<file path="config.mk">
export PLATFORM = sky130hd
export DESIGN_NAME = pdm_decoder
export DESIGN_NICKNAME = d
export VERILOG_FILES = /design/src/rtl/pdm_decoder_pkg.sv /design/src/rtl/pdm_window_counter.sv /design/src/rtl/pdm_decoder.sv
export SDC_FILE = /design/constraint.sdc
export NUM_CORES = 1
export LEC_CHECK = 0
export CORE_ASPECT_RATIO = 1.4
export CORE_UTILIZATION = 50
export DETAILED_ROUTE_END_ITERATION = 8
export PLACE_DENSITY = 0.7
export SLEW_MARGIN = 20
export SYNTH_ARGS = -nofsm -noshare
export SYNTH_HDL_FRONTEND = slang
export SYNTH_HIERARCHICAL = 1
export SYNTH_SLANG_ARGS = --single-unit
</file>
<file path="constraint.sdc">
create_clock -name clk -period 6.5 [get_ports clk]
set_clock_uncertainty 0.2 [all_clocks]
set_input_delay 1.625 -clock clk [delete_from_list [all_inputs] [get_ports clk]]
set_output_delay 1.625 -clock clk [all_outputs]
set_load 0.03 [all_outputs]
</file>
<file path="src/rtl/pdm_decoder_pkg.sv">
// Shared audio constants and the decoder control state type.
// The DAC, the oscillator and this decoder all take their sample width and
// sample period from here, so they stay at one sample rate.
package pdm_decoder_pkg;

  // PCM width used by the whole audio path (DAC input, mixer, decoder output).
  localparam int AUDIO_BITDEPTH = 14;

  // System clock and the sample period expressed as a power of two in clocks.
  localparam int AUDIO_CLK_HZ       = 8_000_000;
  localparam int SAMPLE_PERIOD_LOG2 = 8;
  localparam int SAMPLE_RATE_HZ     = AUDIO_CLK_HZ >> SAMPLE_PERIOD_LOG2;

  // Decoder control: IDLE while enable is low, RUN while decoding.
  typedef enum logic {
    ST_IDLE = 1'b0,
    ST_RUN  = 1'b1
  } pdm_state_e;

endpackage

</file>
<file path="src/rtl/pdm_window_counter.sv">
// Front end of the PDM decoder: two-flop synchronizer on the raw bitstream,
// window position counter and ones accumulator. At the last cycle of each
// window it captures the window total (including that cycle's bit) and raises
// c_valid for one cycle, with c held until the next capture.
module pdm_window_counter
  import pdm_decoder_pkg::*;
#(
  parameter int DECIM_LOG2 = SAMPLE_PERIOD_LOG2
) (
  input  logic                  clk,
  input  logic                  rst_n,
  input  logic                  pdm_in,
  input  logic                  count_en,  // sample s2 this cycle
  input  logic                  clear,     // restart the window from zero
  output logic [DECIM_LOG2:0]   c,
  output logic                  c_valid
);

  localparam logic [DECIM_LOG2-1:0] WCNT_LAST = '1;
  localparam logic [DECIM_LOG2-1:0] WCNT_ONE  = {{(DECIM_LOG2-1){1'b0}}, 1'b1};

  logic                  s1_q, s1_d;
  logic                  s2_q, s2_d;
  logic [DECIM_LOG2-1:0] wcnt_q, wcnt_d;
  logic [DECIM_LOG2:0]   ones_q, ones_d;
  logic [DECIM_LOG2:0]   c_q, c_d;
  logic                  cap_q, cap_d;
  logic [DECIM_LOG2:0]   total;

  // Next-state: synchronizer shift, window count and accumulate, capture on the last cycle.
  always_comb begin
    s1_d   = pdm_in;
    s2_d   = s1_q;
    wcnt_d = wcnt_q;
    ones_d = ones_q;
    c_d    = c_q;
    cap_d  = 1'b0;
    total  = ones_q + {{DECIM_LOG2{1'b0}}, s2_q};
    if (clear) begin
      wcnt_d = '0;
      ones_d = '0;
    end else if (count_en) begin
      wcnt_d = wcnt_q + WCNT_ONE;
      if (wcnt_q == WCNT_LAST) begin
        // This cycle's bit goes into the captured total; the next window starts empty.
        ones_d = '0;
        c_d    = total;
        cap_d  = 1'b1;
      end else begin
        ones_d = total;
      end
    end
  end

  // State registers, cleared asynchronously.
  always_ff @(posedge clk or negedge rst_n) begin
    if (!rst_n) begin
      s1_q   <= 1'b0;
      s2_q   <= 1'b0;
      wcnt_q <= '0;
      ones_q <= '0;
      c_q    <= '0;
      cap_q  <= 1'b0;
    end else begin
      s1_q   <= s1_d;
      s2_q   <= s2_d;
      wcnt_q <= wcnt_d;
      ones_q <= ones_d;
      c_q    <= c_d;
      cap_q  <= cap_d;
    end
  end

  assign c       = c_q;
  assign c_valid = cap_q;

endmodule

</file>
<file path="src/rtl/pdm_decoder.sv">
// PDM to PCM decoder: integrate-and-dump window (pdm_window_counter), then a
// 2-tap moving average of consecutive window totals, saturated and aligned to
// BITDEPTH bits. IDLE/RUN control follows enable.
// Output protocol: pcm is a registered sample; pcm_valid is a one-cycle strobe
// in the cycle pcm takes a new value. There is no back-pressure.
module pdm_decoder
  import pdm_decoder_pkg::*;
#(
  parameter int BITDEPTH   = AUDIO_BITDEPTH,
  parameter int DECIM_LOG2 = SAMPLE_PERIOD_LOG2
) (
  input  logic                clk,
  input  logic                rst_n,
  input  logic                enable,
  input  logic                pdm_in,
  output logic [BITDEPTH-1:0] pcm,
  output logic                pcm_valid
);

  localparam int SAT_W = DECIM_LOG2 + 1;

  pdm_state_e          state_q, state_d;
  logic [SAT_W-1:0]    prev_q, prev_d;
  logic [BITDEPTH-1:0] pcm_q, pcm_d;
  logic                pcm_valid_q, pcm_valid_d;

  logic                count_en;
  logic                clear;
  logic [SAT_W-1:0]    c;
  logic                c_valid;
  logic [SAT_W:0]      sum;
  logic [SAT_W-1:0]    s_sat;
  logic [BITDEPTH-1:0] aligned;
  logic                update;

  pdm_window_counter #(
    .DECIM_LOG2 (DECIM_LOG2)
  ) u_window (
    .clk      (clk),
    .rst_n    (rst_n),
    .pdm_in   (pdm_in),
    .count_en (count_en),
    .clear    (clear),
    .c        (c),
    .c_valid  (c_valid)
  );

  // Control FSM: RUN counts while enable is high; entering RUN clears the window and history.
  always_comb begin
    state_d  = state_q;
    count_en = 1'b0;
    clear    = 1'b0;
    case (state_q)
      ST_RUN: begin
        if (enable) count_en = 1'b1;
        else        state_d  = ST_IDLE;
      end
      ST_IDLE: begin
        if (enable) begin
          state_d = ST_RUN;
          clear   = 1'b1;
        end
      end
      default: state_d = ST_IDLE;
    endcase
  end

  // Average of this and the previous window total, clamped to SAT_W bits.
  always_comb begin
    sum   = {1'b0, c} + {1'b0, prev_q};
    s_sat = sum[SAT_W] ? {SAT_W{1'b1}} : sum[SAT_W-1:0];
  end

  // Align the saturated sum to the PCM width: pad with zeros, or keep the top bits.
  if (BITDEPTH > SAT_W) begin : g_align_up
    assign aligned = {s_sat, {(BITDEPTH-SAT_W){1'b0}}};
  end else begin : g_align_down
    assign aligned = s_sat[SAT_W-1 -: BITDEPTH];
  end

  // A captured window only produces a sample if decoding is still enabled.
  assign update = c_valid && count_en;

  // Output and history update.
  always_comb begin
    prev_d      = prev_q;
    pcm_d       = pcm_q;
    pcm_valid_d = 1'b0;
    if (clear) begin
      prev_d = '0;
    end else if (update) begin
      prev_d      = c;
      pcm_d       = aligned;
      pcm_valid_d = 1'b1;
    end
  end

  // Registers. Reset state is RUN so counting begins on the first edge after
  // release when enable is already high; otherwise the FSM drops to IDLE there.
  always_ff @(posedge clk or negedge rst_n) begin
    if (!rst_n) begin
      state_q     <= ST_RUN;
      prev_q      <= '0;
      pcm_q       <= '0;
      pcm_valid_q <= 1'b0;
    end else begin
      state_q     <= state_d;
      prev_q      <= prev_d;
      pcm_q       <= pcm_d;
      pcm_valid_q <= pcm_valid_d;
    end
  end

  assign pcm       = pcm_q;
  assign pcm_valid = pcm_valid_q;

endmodule

</file>
======== Word level (Yosys, flattened, before mapping) ========
Cells that the tools add are included.
cells by class
  equality and inequality tests ........... 1
  $add $sub $neg .......................... 3
  reductions and logical operators ........ 5
  multiplexer cells ....................... 16
  bitwise logic cells ..................... 1
operator list
  operator                                     count
  two-way mux 9 bit                            6
  two-way mux 8 bit                            2
  adder 9 x 9 -> 10 bit                        1
  adder 9 x 1 -> 9 bit                         1
  adder 8 x 1 -> 8 bit, second input constant  1
  equality test 8 bit, second input constant   1
  two-way mux 1 bit                            8
  nonzero test 2 bit                           2
  AND reduction 3 bit                          1
  AND reduction 2 bit                          1
  logical AND 1 bit                            1
  NOT 1 bit                                    1
storage, ports and cells
  logic and storage cells ................. 36
  output and inout bits ................... 15
  bits of input ports ..................... 4
  register bits after elaboration ......... 49

======== Longest topological paths before layout ========
Gate-level depths: netlist of run 1.
  depth in word-level cells ............... 5
  mapped depth ............................ 8

======== Cells and area by module ========
The synthesis of run 1 kept the hierarchy.
by module, submodules not included
  module              area each (sq um)  cells each  instances  sequential area each (sq um)
  pdm_window_counter  1368.8             128         1          725.7
  pdm_decoder         1232.4             127         1          501.7

======== Worst setup path after synthesis of run 1 ========
No wires, ideal clock.
  path kind ............................... input-to-reg
  from .................................... in enable
  to ...................................... reg pcm_q[13] (netlist: pcm[13])
  arrival ................................. 2818 ps
  required time ........................... 6174 ps
  setup time .............................. 126 ps
  slack ................................... 3356 ps
  stages on the path ...................... 6
  path through ............................ and2_1 -> nand2_1 -> or3_1 -> a31o_1 -> buf_6 -> o32a_1
on the way
  longest elaborated chain between the ends .. 4
  elaborated cells on any way between the ends .. 6
  those cells by class .................... mux: 3; bitwise: 1; reduce/logical: 2
RTL lines
  element                                         line                                  RTL
  start: declaration                              pdm_decoder.sv:14                     input logic enable,
  two-way mux 1 bit *                             pdm_decoder.sv:55, pdm_decoder.sv:59
  two-way mux 1 bit                               pdm_decoder.sv:53                     case (state_q)
  logical AND 1 bit or NOT 1 bit (tied branches)  -
  AND reduction 2 bit (no source line) *          -
  end signal: assignment                          pdm_decoder.sv:109                    pcm_q <= pcm_d;
  end: declaration                                pdm_decoder.sv:24                     logic [BITDEPTH-1:0] pcm_q, pcm_d;
Every way passes the cells marked *; elsewhere a longest branch is shown, timed or not.
A chain may end at the register's enable or synchronous reset.

======== Worst setup path in the final report of run 1 ========
  from .................................... in enable
  to ...................................... reg pcm_q[13] (netlist: pcm[13])
on the way
  longest elaborated chain between the ends .. 4
  elaborated cells on any way between the ends .. 6
  those cells by class .................... mux: 3; bitwise: 1; reduce/logical: 2
RTL lines
  element                               line               RTL
  two-way mux 1 bit                     pdm_decoder.sv:55  if (enable) count_en = 1'b1;
  two-way mux 1 bit                     pdm_decoder.sv:53
  net count_en                          pdm_decoder.sv:27  logic count_en;
  logical AND 1 bit                     pdm_decoder.sv:82  assign update = c_valid && count_en;
  AND reduction 2 bit (no source line)  -
The timed path passes the listed nets, and every way through them passes these cells.

==> results.json, run 1 <==
{
  "gp_congestion": 0.809,
  "seq_power_share_pct": 55.6,
  "vias": 1833,
  "gr-total-overflow": 0,
  "ctsResizeCount": 0,
  "syn_to_final_growth_pct": 8.51,
  "drt_wl_total_um": 4530,
  "path_class": "in -> reg",
  "cp.required_ns": 6.48,
  "final_cells": 326,
  "fin_nets": 279,
  "worstMarginPinSlew_ns": 0.605,
  "grt_pass1_wl_um": 8090,
  "grt_max_degree": 50,
  "diodes": 0,
  "cts_buffer_depth": 2,
  "clock_sinks": 49,
  "fillers": 451,
  "crit_start": "enable",
  "hp-start": "u_window/s1_q",
  "antenna_found_initial": 0,
  "status": "completed",
  "start_util_pct": 52.9,
  "setup_tns_ns": 0,
  "p_leak_uw": 0.00133,
  "switching_share_pct": 21.8,
  "synthCells": 255,
  "internal-power_uw": 448,
  "dp.cells": 318,
  "hpwl_um": 3340,
  "power_density_nw_per_um2": 203,
  "drive_gt1_share_pct": 11.8,
  "setup_violations": 0,
  "min_period_over_period_pct": 57.2,
  "r2r_start": "u_window/c[6]",
  "grt_pass1_vias": 1807,
  "cts_tree": "yes",
  "hp-class": "reg -> reg",
  "yosys.area.top_type": "dfrtp_1",
  "crit_fanout": 10,
  "rows": 30,
  "slew_violations": 0,
  "async_flop_share_pct": 100,
  "grt.total_usage_pct": 19.1,
  "die_h_um": 87.3,
  "routedWlPerCell_um": 13.9,
  "rrSetupSlack_ns": 4.06,
  "avgSynthCellArea_um2": 10.2,
  "io_buffers": 13,
  "critPathArrivalTime_ns": 3.70,
  "fin_crit_ns": 3.72,
  "worstSetupEndpointType": "register",
  "dieArea_um2": 5500,
  "ios": 19,
  "die_width_um": 63.0,
  "dr.first_iter.drc_count": 96,
  "vias_per_cell": 5.62,
  "cts_setup_buffers": 0,
  "yosys_register_bits": 49,
  "cts_root_buf": "clkbuf_8",
  "slew_headroom_pct": 59.7,
  "clk_pin_slew_ns": 0.09,
  "syn_area_um2": 2600,
  "clk_latency_ns": 0.29,
  "synth-seq-area-share_pct": 47.2,
  "hold_viol": 0,
  "htreeDepth": 2,
  "cap_violations": 0,
  "drtPass1Iterations": 4,
  "yosysWarnings": 6,
  "final_util_pct": 57.4,
  "holdPathStages": 0,
  "ys_types": 53,
  "hold_path_end": "u_window/s2_q",
  "ant_nets": 0,
  "power_frac_clock_pct": 38.6,
  "numCtsBuffers": 5,
  "drc_errors": 0,
  "crit_path_start_kind": "primary input",
  "max_freq_mhz": 269,
  "synth_edf_count": 0,
  "synth_largest_type_area_fraction_pct": 46.2,
  "reg2regPathDepth": 6,
  "rr_endpoint": "pcm[13]",
  "ir_worst_vdd_mv": 0.136,
  "synth.area.top_cells": "dfrtp_1 46%, ha_1 6.3%, nand2_1 4.3%",
  "p_switching_uw": 125,
  "holdBufCountCts": 0,
  "power_frac_comb_pct": 5.8,
  "coreArea_um2": 4920,
  "rsz0062_at_grt": "false",
  "ys.flop_type": "dfrtp_1"
}
## kinds of logic (layout without fill, tap and decap cells)
logic type               Yosys count  count (layout)  synth area share [%]
AND/OR/NAND/NOR                   77              77                  14.4
AO/OA/AOI/OAI                     65              65                  17.7
flip-flops                        49              49                  47.2
buffers and inverters             27              30                  5.82
XOR/XNOR                          17              17                  5.72
adder cells (fa/ha/maj)           14              14                  7.02
multiplexers                       5               5                  2.07
other                              1               5                 0.144
## routing by layer
| layer | wire, um | share of wire (%) | global-route usage, % | vias to the layer above |
|---|---|---|---|---|
| met1 | 1920 | 43 | 21.0 | 890 |
| met3 | 116 | 2.6 | 3.93 | 8 |
| li1 | - | - | - | 896 |
| met2 | 2390 | 53 | 34.9 | 39 |
| met5 | 0 | 0 | 0 | - |
| met4 | 97 | 2.1 | 8.46 | 0 |
## placed cells by master, fill, tap and decap left out, drive strengths merged, types with 2 or more instances in the layout
master / Yosys / layout
a211oi: 2 / 2
a21o: 2 / 2
a21oi: 10 / 10
a22o: 4 / 4
a31oi: 5 / 5
a41oi: 2 / 2
and2: 2 / 2
and3: 2 / 2
clkbuf: 5 / 7
clkdlybuf4s50: 0 / 12
conb: 1 / 5
dfrtp: 48 / 48
ha: 13 / 13
inv: 9 / 9
mux2: 3 / 3
mux2i: 2 / 2
nand2: 30 / 30
nand2b: 4 / 4
nand3: 6 / 6
nand4: 5 / 5
nor2: 16 / 16
nor2b: 2 / 2
nor3: 3 / 3
o21ai: 23 / 23
o22a: 7 / 7
or2: 2 / 2
or3: 3 / 3
xnor2: 9 / 9
xor2: 8 / 8
## cell usage after synthesis, types with 2 or more instances
library cell   n
buf_4          6
and2_1         2
dfrtp_1       48
or3_1          3
clkbuf_1       5
a22o_2         2
nand4_1        3
o21ai_1        4
nand2_1       30
ha_1          13
nor3_1         3
buf_6          3
buf_2          4
xor2_1         8
mux2_2         3
a31oi_1        5
nand2b_1       4
xnor2_1        9
mux2i_1        2
a41oi_1        2
inv_1          8
nor2b_1        2
o22a_2         7
nor2_1        16
o21ai_0       19
a21oi_1       10
nand3_1        6
a22o_1         2
nand4_2        2
## power groups by stage
stage	combinational, uW	clock (uW)	sequential [uW]
after floorplan	26.9	0	322
after detailed placement	33.7	0	324
after global routing	37.1	240	320
after CTS	33.7	227	319
after global placement	33.0	0	325
final	33.1	221	319
## worst max path at each step
| stage | endpoint | slack (ns) |
|---|---|---|
| after detailed placement | pcm[13] | 2.44 |
| after global placement | pcm[13] | 2.47 |
| final | pcm[13] | 2.78 |
| after floorplan | pcm[13] | 3.36 |
| after CTS | pcm[13] | 2.77 |
| after global routing | pcm[13] | 2.64 |
## metrics by stage
| step | setup WS [ns] | total power [uW] | hold WS [ns] | area (um^2) |
|---|---|---|---|---|
| after global routing | 2.64 | 597 | 0.173 | 2820 |
| after detailed placement | 2.44 | 358 | 0.146 | 2700 |
| after floorplan | 3.36 | 349 | 0.131 | 2620 |
| after CTS | 2.77 | 580 | 0.167 | 2820 |
| final | 2.78 | 573 | 0.158 | 2820 |
| after global placement | 2.47 | 358 | 0.142 | 2700 |
## critical path: stages
cell	delay, ns
clkdlybuf4s50_1	0.49
and2_1	0.36
nand2_1	0.17
or3_1	0.37
a31o_1	0.31
o32a_1	0.38
## area by class of cell
cell class	instances	area [um^2]	area share, %
Timing Repair Buffer	13	128	4.52
Clock inverter	1	30.0	1.06
Tap cell	64	80.1	2.84
Clock buffer	7	86.3	3.06
Multi-Input combinational cell	183	1240	43.8
Inverter	9	33.8	1.20
Sequential cell	49	1230	43.5
## flip-flops by register name, indices dropped and copies added (netlist names)
signal and cells:
pcm 9, prev_q 9, u_window/c 9, u_window/ones_q 9, u_window/wcnt_q 8, pcm_valid 1, state_q 1, u_window/c_valid 1
u_window/s1_q 1, u_window/s2_q 1
No activity file was read; power rests on OpenSTA's default activity.
==> run 2, diff against run 1 <==
--- a/config.mk
+++ b/config.mk
@@ -8,7 +8,7 @@
 export CORE_ASPECT_RATIO = 1.4
 export CORE_UTILIZATION = 50
 export DETAILED_ROUTE_END_ITERATION = 8
-export PLACE_DENSITY = 0.7
+export PLACE_DENSITY = 0.72
 export SLEW_MARGIN = 20
 export SYNTH_ARGS = -nofsm -noshare
 export SYNTH_HDL_FRONTEND = slang
==> constraint.sdc (replaced) <==
create_clock -name clk -period 3.2 [get_ports clk]
set_clock_uncertainty 0.2 [all_clocks]
set_input_delay 0.8 -clock clk [delete_from_list [all_inputs] [get_ports clk]]
set_output_delay 0.8 -clock clk [all_outputs]
set_load 0.03 [all_outputs]
==> results.json, run 2 (same netlist as run 1, synthesis figures left out) <==
{
  "status": "completed",
  "r2r_start": "u_window/c[0]",
  "fin_crit_ns": 2.56,
  "ant_nets": 0,
  "drt_wl_total_um": 4610,
  "cts_buffer_depth": 2,
  "grt_max_degree": 41,
  "vias_per_cell": 5.43,
  "grt_pass1_wl_um": 7960,
  "cts_tree": "yes",
  "gr-total-overflow": 0,
  "ir_worst_vdd_mv": 0.217,
  "drc_errors": 0,
  "drtPass1Iterations": 4,
  "die_h_um": 87.3,
  "diodes": 0,
  "p_leak_uw": 0.00135,
  "htreeDepth": 2,
  "power_frac_comb_pct": 6.5,
  "start_util_pct": 52.9,
  "power_density_nw_per_um2": 386,
  "reg2regPathDepth": 8,
  "rsz0062_at_grt": "false",
  "crit_path_start_kind": "primary input",
  "wl_met3_um": 106,
  "internal-power_uw": 814,
  "holdBufCountCts": 0,
  "seq_power_share_pct": 59.0,
  "switching_share_pct": 25.7,
  "die_width_um": 63.0,
  "cp.required_ns": 3.20,
  "fin_hold_ws_ns": 0.113,
  "fin_nets": 285,
  "cts_root_buf": "clkbuf_8",
  "wl_met1_um": 1920,
  "ios": 19,
  "rrSetupSlack_ns": 0.79,
  "cts_setup_buffers": 0,
  "slew_violations": 0,
  "setup_tns_ns": 0,
  "numCtsBuffers": 5,
  "clock_sinks": 49,
  "crit_fanout": 9,
  "max_freq_mhz": 390,
  "p_switching_uw": 282,
  "grt_pass1_vias": 1750,
  "top_layer": "met4",
  "worstSetupEndpoint": "pcm[13]",
  "grt.total_usage_pct": 19.0,
  "most-common-layout-cells": "48 x dfrtp_1, 30 x nand2_1, 19 x o21ai_0",
  "detailroute.wirelength.met2_um": 2400,
  "vias": 1802,
  "worstSetupEndpointType": "register",
  "clk_latency_ns": 0.32,
  "min_period_over_period_pct": 80.1,
  "dr.first_iter.drc_count": 73,
  "rr_endpoint": "pcm[13]",
  "syn_to_final_growth_pct": 9.14,
  "crit_start": "enable",
  "io_buffers": 13,
  "path_class": "in -> reg",
  "power_frac_clock_pct": 34.5,
  "antenna_found_initial": 0,
  "hp-class": "in -> async",
  "coreArea_um2": 4920,
  "final_common_cell": "dfrtp_1",
  "hpwl_um": 3460,
  "routedWlPerCell_um": 13.9,
  "hold_viol": 0,
  "cap_violations": 0,
  "gp_congestion": 0.866,
  "rows": 30,
  "clk_pin_slew_ns": 0.10,
  "critPathArrivalTime_ns": 2.57,
  "drive_gt1_share_pct": 14.2,
  "dieArea_um2": 5500,
  "setup_violations": 0,
  "ctsResizeCount": 0
}
-- run 2: final cells by class --
| type | count | area, um^2 |
|---|---|---|
| fillers | 449 | 2080 |
| multi-input cells | 183 | 1240 |
| flip-flops and latches | 49 | 1230 |
| repair buffers | 19 | 170 |
| well taps | 64 | 80.1 |
| clock buffers | 5 | 68.8 |
| inverters | 9 | 33.8 |
| clock inverters | 3 | 21.3 |
-- run 2: worst min-delay path by stage --
stage / end / cells after the start / start / slack (ns)
floorplan: u_window/s2_q / 0 / u_window/s1_q / 0.13
global placement: u_window/s2_q / 0 / u_window/s1_q / 0.14
detailed placement: u_window/s2_q / 0 / u_window/s1_q / 0.14
CTS: pcm[6] / 1 / rst_n / 0.11
global route: pcm[6] / 1 / rst_n / 0.11
finish: pcm[6] / 1 / rst_n / 0.11
-- run 2: power by group through the flow --
stage	clock, uW	combinational (uW)	sequential [uW]
after floorplan	0	54.7	654
after global placement	0	71.4	658
after detailed placement	0	73.3	659
after CTS	393	73.1	647
after global routing	415	79.1	649
final	378	70.9	647
-- run 2: per-stage QoR --
| stage | setup slack [ns] | area, um^2 | utilization, % | std cells | total power (uW) |
|---|---|---|---|---|---|
| floorplan | 0.881 | 2620 | - | 259 | 708 |
| global placement | 0.317 | 2750 | 55.9 | 324 | 730 |
| detailed placement | 0.295 | 2750 | 55.9 | 324 | 732 |
| CTS | 0.634 | 2840 | 57.7 | 332 | 1110 |
| global route | 0.553 | 2840 | 57.7 | 332 | 1140 |
| finish | 0.636 | 2840 | 57.7 | 332 | 1100 |
-- run 2: per-layer routing --
metal,vias up,GRT usage (%)
met5,-,0
met3,13,3.93
li1,910,-
met4,0,12.5
met2,27,34.9
met1,852,19.3
-- run 2: critical path, stage by stage --
cell and delay, ns:
clkdlybuf4s50_1 0.49, and2_1 0.15, nand2_1 0.11, or3_1 0.35, a31o_1 0.30, o32a_1 0.37
